`src/rtl/gs_mul_sched.sv`:
```
`default_nettype none
// ============================================================================
//  Module   : gs_mul_sched
//  Purpose  : Goldschmidt divider iteration sequencer. Owns the shared
//             pipelined W x W multiplier, issues N*F then D*F each iteration
//             (F = 2 - D), tracks the multiplier latency, captures both
//             products and returns the final N as the quotient.
//  Revision : 1.0  initial release
// ============================================================================
module gs_mul_sched #(
   parameter int W       = 24,   // operand width, Q1.(W-1)
   parameter int ITERS   = 4,    // Goldschmidt iterations, >= 1
   parameter int MUL_LAT = 4     // operands-to-product latency, >= 1
) (
   input  logic             clk,
   input  logic             rst,
   input  logic             start,
   input  logic [W-1:0]     n_in,
   input  logic [W-1:0]     d_in,
   output logic             busy,
   output logic             done,
   output logic [W-1:0]     q_out,
   output logic             err,
   output logic [W-1:0]     mul_a,
   output logic [W-1:0]     mul_x,
   input  logic [2*W-1:0]   mul_p
);

   // Iteration counter holds 0..ITERS-1; phase counter spans one full
   // iteration (ISSUE_N = 0, ISSUE_D = 1, WAIT = 2..MUL_LAT+1).
   localparam int IW = (ITERS > 1) ? $clog2(ITERS) : 1;
   localparam int PW = $clog2(MUL_LAT + 2);

   localparam logic [PW-1:0] c_cap_phase  = PW'(MUL_LAT);
   localparam logic [PW-1:0] c_last_phase = PW'(MUL_LAT + 1);
   localparam logic [IW-1:0] c_last_iter  = IW'(ITERS - 1);

   typedef enum logic [2:0] {
      S_IDLE    = 3'd0,
      S_ISSUE_N = 3'd1,
      S_ISSUE_D = 3'd2,
      S_WAIT    = 3'd3,
      S_DONE    = 3'd4
   } state_t;

   state_t           r_state;
   state_t           w_state_next;

   logic [W-1:0]     r_n;
   logic [W-1:0]     r_d;
   logic [W-1:0]     r_n_next;
   logic [W-1:0]     r_q;
   logic             r_err;
   logic [IW-1:0]    r_iter;
   logic [PW-1:0]    r_phase;

   logic             w_idle_like;
   logic             w_accept;
   logic             w_dzero;
   logic             w_in_iter;
   logic             w_last_phase;
   logic             w_last_iter;
   logic             w_iter_end;
   logic [W-1:0]     w_f;
   logic [W-1:0]     w_prod;
   logic             w_unused_mul_bits;

   // Start is only honoured when not busy (IDLE or the DONE cycle).
   assign w_idle_like  = (r_state == S_IDLE) || (r_state == S_DONE);
   assign w_accept     = start && w_idle_like;
   assign w_dzero      = (d_in == '0);
   assign w_in_iter    = (r_state == S_ISSUE_N) || (r_state == S_ISSUE_D) ||
                         (r_state == S_WAIT);
   assign w_last_phase = (r_phase == c_last_phase);
   assign w_last_iter  = (r_iter == c_last_iter);
   assign w_iter_end   = (r_state == S_WAIT) && w_last_phase;

   // F = 2 - D in Q1.(W-1) is simply the two's-complement negate of D.
   assign w_f = ~r_d + W'(1);

   // Q1.(W-1) x Q1.(W-1) = Q2.(2W-2): drop the top bit (mod-2 wrap) and
   // truncate the low W-1 fraction bits.
   assign w_prod            = mul_p[2*W-2 -: W];
   assign w_unused_mul_bits = ^{mul_p[2*W-1], mul_p[W-2:0]};

   assign busy  = w_in_iter;
   assign done  = (r_state == S_DONE);
   assign q_out = r_q;
   assign err   = r_err;

   // State register.
   always_ff @(posedge clk or posedge rst) begin
      if (rst) begin
         r_state <= S_IDLE;
      end else begin
         r_state <= w_state_next;
      end
   end

   // Next-state decode.
   always_comb begin
      w_state_next = r_state;
      case (r_state)
         S_IDLE, S_DONE: begin
            if (start) begin
               w_state_next = w_dzero ? S_DONE : S_ISSUE_N;
            end else begin
               w_state_next = S_IDLE;
            end
         end
         S_ISSUE_N: w_state_next = S_ISSUE_D;
         S_ISSUE_D: w_state_next = S_WAIT;
         S_WAIT: begin
            if (w_last_phase) begin
               w_state_next = w_last_iter ? S_DONE : S_ISSUE_N;
            end
         end
         default: w_state_next = S_IDLE;
      endcase
   end

   // Multiplier operands come only from state and the N/D registers, so
   // nothing on the divider inputs reaches the multiplier combinationally.
   always_comb begin
      mul_a = '0;
      mul_x = '0;
      case (r_state)
         S_ISSUE_N: begin
            mul_a = r_n;
            mul_x = w_f;
         end
         S_ISSUE_D: begin
            mul_a = r_d;
            mul_x = w_f;
         end
         default: ;
      endcase
   end

   // Operand load, iteration/phase counting, product capture and result.
   always_ff @(posedge clk or posedge rst) begin
      if (rst) begin
         r_n      <= '0;
         r_d      <= '0;
         r_n_next <= '0;
         r_q      <= '0;
         r_err    <= 1'b0;
         r_iter   <= '0;
         r_phase  <= '0;
      end else begin
         if (w_accept) begin
            if (w_dzero) begin
               // Divide by zero: report immediately, no multiplies.
               r_q   <= '1;
               r_err <= 1'b1;
            end else begin
               r_n     <= n_in;
               r_d     <= d_in;
               r_iter  <= '0;
               r_phase <= '0;
            end
         end else if (w_in_iter) begin
            r_phase <= w_last_phase ? '0 : r_phase + 1'b1;
         end

         // N*F emerges MUL_LAT cycles after ISSUE_N; capture is keyed on the
         // phase counter alone, so stale pipeline contents are never taken.
         if (w_in_iter && (r_phase == c_cap_phase)) begin
            r_n_next <= w_prod;
         end

         // D*F arrives one cycle later; close out the iteration.
         if (w_iter_end) begin
            r_n    <= r_n_next;
            r_d    <= w_prod;
            r_iter <= r_iter + 1'b1;
            if (w_last_iter) begin
               r_q   <= r_n_next;
               r_err <= 1'b0;
            end
         end
      end
   end

endmodule
`default_nettype wire

```
`config.mk`:
```
export PLATFORM = sky130hd
export DESIGN_NAME = gs_mul_sched
export DESIGN_NICKNAME = d
export VERILOG_FILES = /design/src/rtl/gs_mul_sched.sv
export SDC_FILE = /design/constraint.sdc
export NUM_CORES = 1
export LEC_CHECK = 0
export ABC_AREA = 1
export CAP_MARGIN = 10
export CORE_MARGIN = 1
export CORE_UTILIZATION = 44
export DETAILED_ROUTE_END_ITERATION = 7
export GPL_ROUTABILITY_DRIVEN = 0
export PLACE_DENSITY = 0.78
export SYNTH_ARGS = -nofsm -noshare
export SYNTH_HDL_FRONTEND = slang
export SYNTH_SLANG_ARGS = --single-unit
```
`constraint.sdc`:
```
create_clock -name clk -period 3.2 [get_ports clk]
set_input_delay 0.64 -clock clk [delete_from_list [all_inputs] [get_ports clk]]
set_output_delay 0.64 -clock clk [all_outputs]
set_load 0.005 [all_outputs]
```
Yosys cells after proc, flatten, opt, wreduce, memory -nomap -nowiden. Cells that the tools add are included.

Register bits: 105. Bits in latches: 0. RAM bits: 0. Bits in read-only memories: 0. Input bits: 99. Output and inout bits: 75. Logic and storage cells: 64. Memories kept: 0.

Add/sub/neg operators: 3. Multipliers: 0. Div/mod/pow operators: 0. Magnitude comparators: 0. Eq/ne operators: 10. Shift-type cells: 0. Muxes and demuxes: 28. Bitwise gates (word level): 1. Reductions and logical operators: 14.

Operator list (number): $mux 24 (11); $pmux 24 s2 (1); $add 24x1->24 const B (1); $logic_not 24->1 (1); $mux 3 (8); $not 24->24 (1); $pmux 3 s4 (1); $eq 3x3->1 const B (3); $eq 3x2->1 const B (2); $mux 2 (3); $mux 1 (4); $ne 2x2->1 const B (2); $reduce_and 2->1 (2); $reduce_bool 2->1 (2); $reduce_or 2->1 (2); $add 3x1->3 const B (1); $eq 3x1->1 const B (1); $logic_and 1x1->1 (3); $logic_not 3->1 (1); $logic_or 1x1->1 (3); $add 2x1->2 const B (1); $eq 2x2->1 const B (1); $ne 2x1->1 const B (1).

Logic depth before layout (Yosys ltp). Gate-level depths: netlist of run 1.

Depth in word-level cells: 6. Mapped depth: 10. Gate-level depth less buffers: 10.

Least setup slack after synthesis of run 1. No wires, ideal clock.

Path type: register -> output. From: register r_d[0]. To: output port mul_x[18]. Arrival time: 1.528 ns. Setup slack: 1.032 ns. Stages on the path, launching flop included: 11. Path buffers: 0. Cell sequence: dfrtp_1 inv_1 ha_1 inv_1 nor2_1 nand3_1 nor2_1 nand3_1 nand2_1 nand2_1 nor2_1.

Longest elaborated chain between the ends: 3.

RTL lines: start, declared (RTL line 50) `logic [W-1:0] r_d;`; start signal, assigned (RTL line 158) `r_d <= d_in;`; start signal, assigned (RTL line 175) `r_d <= w_prod;`; $not 24->24 (RTL line 79) `assign w_f = ~r_d + W'(1);`; $add 24x1->24 (RTL line 79); $mux 24 (RTL line 127) `case (r_state)`; end, declared (RTL line 25) `output logic [W-1:0] mul_x,`.

No other way between the ends.

Final worst setup path of run 1.
From: register r_state[1]. To: output port mul_x[11].

Longest elaborated chain between the ends: 3. Elaborated cells on any way between the ends: 4. Classes of those cells: eq/ne (2); mux (1); reduce/logical (1).

RTL lines: start, declared (RTL line 46) `state_t r_state;`; start signal, assigned (RTL line 96) `r_state <= w_state_next;`; $eq 3x1->1 or $eq 3x2->1 (tied branches) (RTL line 127); $reduce_or 2->1 (no source line) *; $mux 24 * (RTL line 127).

Mark *: on every way between the ends. The rest lies on a longest branch, timed or not.

==> results.ini, run 1 <==
[outcome]
outcome = completed

[clocking]
cts-root-buf = clkbuf_16
cts_tree = done
clockBufferDepth = 2
clkTransAtPathRegs_ns = 0.07
htreeDepth = 3
numCtsBuffers = 9
cts_sinks = 105
cts_setup_buffers = 0
clk_latency_ns = 0.35

[sta]
max_freq_mhz = 333.7
period_needed_ns = 2.997
drv_slew = 0
finalSetupViolCount = 0
setup_tns_ns = 0
rsz0062_at_grt = false
whs_ns = 0.5082
final_hold_viol_count = 0
skew_ns = 0.006221
worstMarginPinSlew_ns = 0.7870
min_period_over_period_pct = 93.65
slew_headroom_pct = 47.42

[worst_setup_path]
cp-start-kind = flip-flop
cp-end-kind = output pin
worstSetupPathType = reg2out
critPathRequiredTime_ns = 2.56
worst-path-max-fanout = 16
arrival_ns = 2.36

[detailed_routing]
post_drt_wl_per_cell_um = 15.16
wirelength_met1_mm = 8.373
dr.pass1.iters = 5
wirelength_mm = 17.56
dr_wl_met3_mm = 1.488
route.met2.wl_mm = 7.387
antenna_left = 0
drcViolationCount = 0
via_per_inst = 5.262
vias = 6093
top_layer = met4
drt_iter0_markers = 521

[synthesis]
syn_area_per_cell_um2 = 7.189
syn_nets = 950
netlist_instances = 849
yosysSeqAreaShare_pct = 43.05
synth_cell_types = 30
yosysWarnings = 0
ys_ff_latch = 105
netlist_area_um2 = 6103

[die]
die_height_um = 119.8
fp.dieW_um = 119.8
ioPinCount = 174
coreArea_um2 = 13400
dieArea_um2 = 14350
start_util_pct = 45.55
rows = 42

[final_layout]
layout_common_cells = 219 x nand2_1, 148 x clkdlybuf4s50_1, 129 x nand3_1
diodes = 0
drive_above_1_share_pct = 9.674
utilization_pct = 59.73
final_common_cell = nand2_1
nNetsFinal = 1078
n_fill_cell = 1218
final_area_um2 = 8004
areaGrowthSynthToFinish_pct = 31.14

[power_and_ir_drop]
p_leak_nw = 3.862
finalPower_mw = 7.346
ir_drop_uv = 374.7
p_per_area_nw_per_um2 = 917.8

[placement]
dpl-instance-area_um2 = 7696
dp_hpwl_mm = 12.85
io_buffers = 149

[grt]
gr-total-overflow = 0
grt_pass1_vias = 5649
track_usage_pct = 25.58
grt_first_pass_wirelength_mm = 28.79
grt_start_max_net_pins = 55
antenna_found_initial = 0

[flow_run]
maxCapViolations = 0

[worst_hold_path]
holdCritPathClass = reg2reg

==> metrics by stage <==
step	instances	worst slack, ns
2_1_floorplan	849	1.032
3_3_place_gp	1142	0.5182
3_5_place_dp	1142	0.4906
4_1_cts	1158	0.1128
5_1_grt	1158	0.01170
6_report	1158	0.2033
==> Yosys cell counts <==
cell type  number  area [um2]
buf_6           6       67.56
o21a_1          1       7.510
buf_1           1       3.750
dfrtp_1       105        2628
o21ai_0        56       280.3
or2_2           1       6.260
nor2_4          2       22.52
o22ai_1        20       125.1
buf_4           9       67.56
a21oi_1        20       100.1
nor2_1         96       360.4
inv_4           1       6.260
nand3_1       129       645.6
nor3_1          4       20.02
inv_1          85       319.1
xor2_1          2       17.52
inv_2           4       15.01
nand4_1         1       6.260
o21ai_2         1       8.760
a21oi_2        18       157.7
nor3_4          1       16.27
nand2_1       219       822.0
nor2_2         22       137.6
o21ai_1         4       20.02
ha_1            2       25.02
nand4_2         2       25.02
nand2_4         3       33.78
nand2_2         4       25.02
buf_2          17       85.08
clkbuf_1       13       48.80
==> layer usage <==
metal	vias to the layer above	track usage (%)
li1	2985	-
met1	2806	38.57
met2	277	37.03
met3	25	4.230
met4	0	8.438
met5	-	0
==> sequential cells by signal, indices dropped and copies added (netlist names) <==
name and count:
q_out 24, r_d 24, r_n 24, r_n_next 24
r_iter 2, r_phase 3, r_state 3, err 1
==> critical path, cell delays in order, from the launching register on <==
cell and delay, ns:
dfrtp_1 0.38, inv_1 0.11, nor2_2 0.23, nand2_1 0.10
nand2_1 0.07, buf_4 0.21, inv_2 0.14, nor3_1 0.23
clkdlybuf4s50_1 0.53
==> path summary, 6_finish.rpt <==
path | start | endpoint | slack [ns] | cells after the start
setup / recovery | r_state[1] | mul_x[11] | 0.20 | 8
hold / removal | r_n[3] | r_n[3] | 0.51 | 2
setup reg to reg | r_phase[2] | r_n[14] | 1.07 | 8
hold reg to reg | r_n[3] | r_n[3] | 0.51 | 2
max in group asynchronous | rst | q_out[9] | 1.78 | 3
min in group asynchronous | rst | r_n[14] | 0.78 | 2
==> cell type report <==
cell class	instances	area (um2)	share of cell area, %
Clock buffer	11	252.7	3.158
Clock inverter	5	40.04	0.5002
Inverter	90	344.1	4.299
Multi-Input combinational cell	608	2883	36.02
Sequential cell	105	2628	32.83
Tap cell	176	220.2	2.751
Timing Repair Buffer	163	1637	20.45
==> report_power, final <==
part / switching, mW / leakage (nW) / internal (mW)
clock: 0.495 / 0.134 / 0.573
sequential: 0.601 / 1.21 / 1.97
combinational: 1.89 / 2.52 / 1.81
total: 2.99 / 3.86 / 4.36
==> cell families (layout without fill, tap and decap cells) <==
logic type / count (synthesis) / count (layout) / share of synthesized area [%]
simple gates: 484 / 484 / 34.75
compound gates: 120 / 120 / 11.46
xor+xnor: 2 / 2 / 0.2871
flops: 105 / 105 / 43.05
fa+ha+maj: 2 / 2 / 0.4099
buf+inv: 136 / 269 / 10.04
==> timing repair <==
action,4_1_cts,5_1_grt
endpoints found under the hold margin,0,0
resized for setup,0,6
hold buffers,0,0
setup endpoints to repair,0,4
Note: power is estimated with default switching activity, not from simulation.
==> run 2: changes to the inputs <==
==> constraint.sdc (replaced) <==
create_clock -name clk -period 3.2 [get_ports clk]
set_input_delay 0.96 -clock clk [delete_from_list [all_inputs] [get_ports clk]]
set_output_delay 0.96 -clock clk [all_outputs]
set_load 0.005 [all_outputs]
==> run 2 against run 1 <==
  * Sequential share of layout area is 0.49 points lower
  * Hold slack worse by 0.0022 ns
  * Core utilization is 0.94 points higher
  * Non-clock buffer count is 8 higher
  * Sequential power hardly changed
  * Final area is 1.6% higher
==> results.ini, run 2 (synthesis gave the netlist of run 1 again) <==
[placement]
dp_hpwl_mm = 12.50
io_buffers = 149
dpl-instance-area_um2 = 7696
dp_cells = 1142
place_ws_ns = 0.1522

[power_and_ir_drop]
power.switching_mw = 3.044
p_leak_nw = 3.953
pwr-share-comb_pct = 51.7
intPower_mw = 4.406
clockPowerShare_pct = 13.8
p_sw_share_pct = 40.86
ir_drop_uv = 457.1
p_per_area_nw_per_um2 = 916.3
seq_power_share_pct = 34.5

[worst_setup_path]
worstSetupPathType = reg2out
arrival_ns = 2.14
critPathRequiredTime_ns = 2.24
worst-path-max-fanout = 5
cp-end-kind = output pin
cp-start-kind = flip-flop

[sta]
setup_tns_ns = 0
rsz0062_at_grt = true
final_hold_viol_count = 0
slew_headroom_pct = 61.06
drv_slew = 0
worstMarginPinSlew_ns = 0.5841
min_period_over_period_pct = 96.99
max_freq_mhz = 322.2
period_needed_ns = 3.104
finalSetupViolCount = 0
worst_slack_ns = 0.09642
skew_ns = 0.006545

[die]
start_util_pct = 45.55
fp.dieW_um = 119.8
rows = 42
coreArea_um2 = 13400
die_height_um = 119.8
ioPinCount = 174
dieArea_um2 = 14350

[grt]
busiest_layer = met1
use_met1_pct = 38.76
grt_first_pass_wirelength_mm = 28.36
grt_start_max_net_pins = 106
antenna_found_initial = 0
gr-total-overflow = 0
grt_pass1_vias = 5572
track_usage_pct = 25.08
gr-usage-met2_pct = 36.13
use_met3_pct = 3.945

[final_layout]
areaGrowthSynthToFinish_pct = 33.21
stdcell_count = 1165
final_area_um2 = 8130
nNetsFinal = 1086
final_common_cell = nand2_1
drive_above_1_share_pct = 11.32
layout_common_cells = 218 x nand2_1, 142 x clkdlybuf4s50_1, 127 x nand3_1
utilization_pct = 60.67
diodes = 0

[detailed_routing]
vias = 6048
drcViolationCount = 0
via_per_inst = 5.191
wirelength_mm = 17.43
post_drt_wl_per_cell_um = 14.96
antenna_left = 0
drt_iter0_markers = 560
dr.pass1.iters = 5

[clocking]
cts_tree = done
numCtsBuffers = 9
clkTransAtPathRegs_ns = 0.07
htreeDepth = 3
cts-root-buf = clkbuf_16
clockBufferDepth = 2
cts_sinks = 105
clk_latency_ns = 0.34

[outcome]
outcome = completed

[flow_run]
maxCapViolations = 0

[worst_hold_path]
holdCritPathClass = reg2reg

run 2: cell count changes in the layout (fill, tap and decap cells not counted), sizes merged:
cell | before | now
clkinvlp | 4 | 5
clkdlybuf4s50 | 148 | 142
dlygate4sd2 | 0 | 3
dlymetal6s2s | 1 | 4
clkinv | 2 | 0
buf | 14 | 22
run 2: area by class of cell:
cell class	count	area (um2)
Multi-Input combinational cell	608	2960
Clock inverter	4	30.03
Inverter	90	344.1
Timing Repair Buffer	171	1704
Sequential cell	105	2629
Tap cell	176	220.2
Clock buffer	11	242.7
Fill cell	1248	5270
run 2: final timing paths:
kind	slack [ns]	depth (start not counted)	end	from
setup / recovery	0.1	13	mul_x[18]	r_d[0]
hold / removal	0.51	2	r_iter[1]	r_iter[1]
setup reg to reg	1.26	8	r_n[13]	r_phase[2]
hold reg to reg	0.51	2	r_iter[1]	r_iter[1]
max in group asynchronous	1.64	3	q_out[12]	rst
min in group asynchronous	1.09	3	r_n[17]	rst
run 2: routing by layer:
layer  wire, um  up-vias
li1           -     2995
met1       8570     2780
met2       7394      259
met3       1283       14
met4        180        0
met5          0        -
run 2: power by group through the flow:
stage | Sequential [mW] | Combinational (mW) | Clock [mW]
after detailed placement | 2.55 | 3.72 | 0
after floorplan | 2.42 | 2.12 | 0
after CTS | 2.54 | 3.76 | 1.04
after global placement | 2.55 | 3.63 | 0
final | 2.57 | 3.85 | 1.03
after global routing | 2.65 | 4.30 | 1.09
run 2: what timing repair did:
action | 4_1_cts | 5_1_grt
pin swaps | 3 | 3
setup buffers | 2 | 6
cloned | 0 | 0
endpoints found under the setup margin | 18 | 17
hold buffers | 0 | 0
resized for setup | 13 | 20
run 2: critical path, cell delays in order, from the launching register on:
cell and delay, ns:
dfrtp_1 0.39, inv_2 0.12, ha_4 0.15, inv_1 0.04
nor2_2 0.12, nand3_2 0.11, nor2_1 0.10, buf_4 0.14
buf_4 0.11, nand3_1 0.08, nand2_1 0.09, nand2_1 0.05
nor2_1 0.07, dlygate4sd2_1 0.23
run 2: metrics by stage:
stage	total power [mW]	hold WS, ns
after detailed placement	6.270	0.4936
after global placement	6.184	0.4840
after CTS	7.340	0.5090
final	7.450	0.5061
after floorplan	4.538	0.4727
after global routing	8.040	0.5242
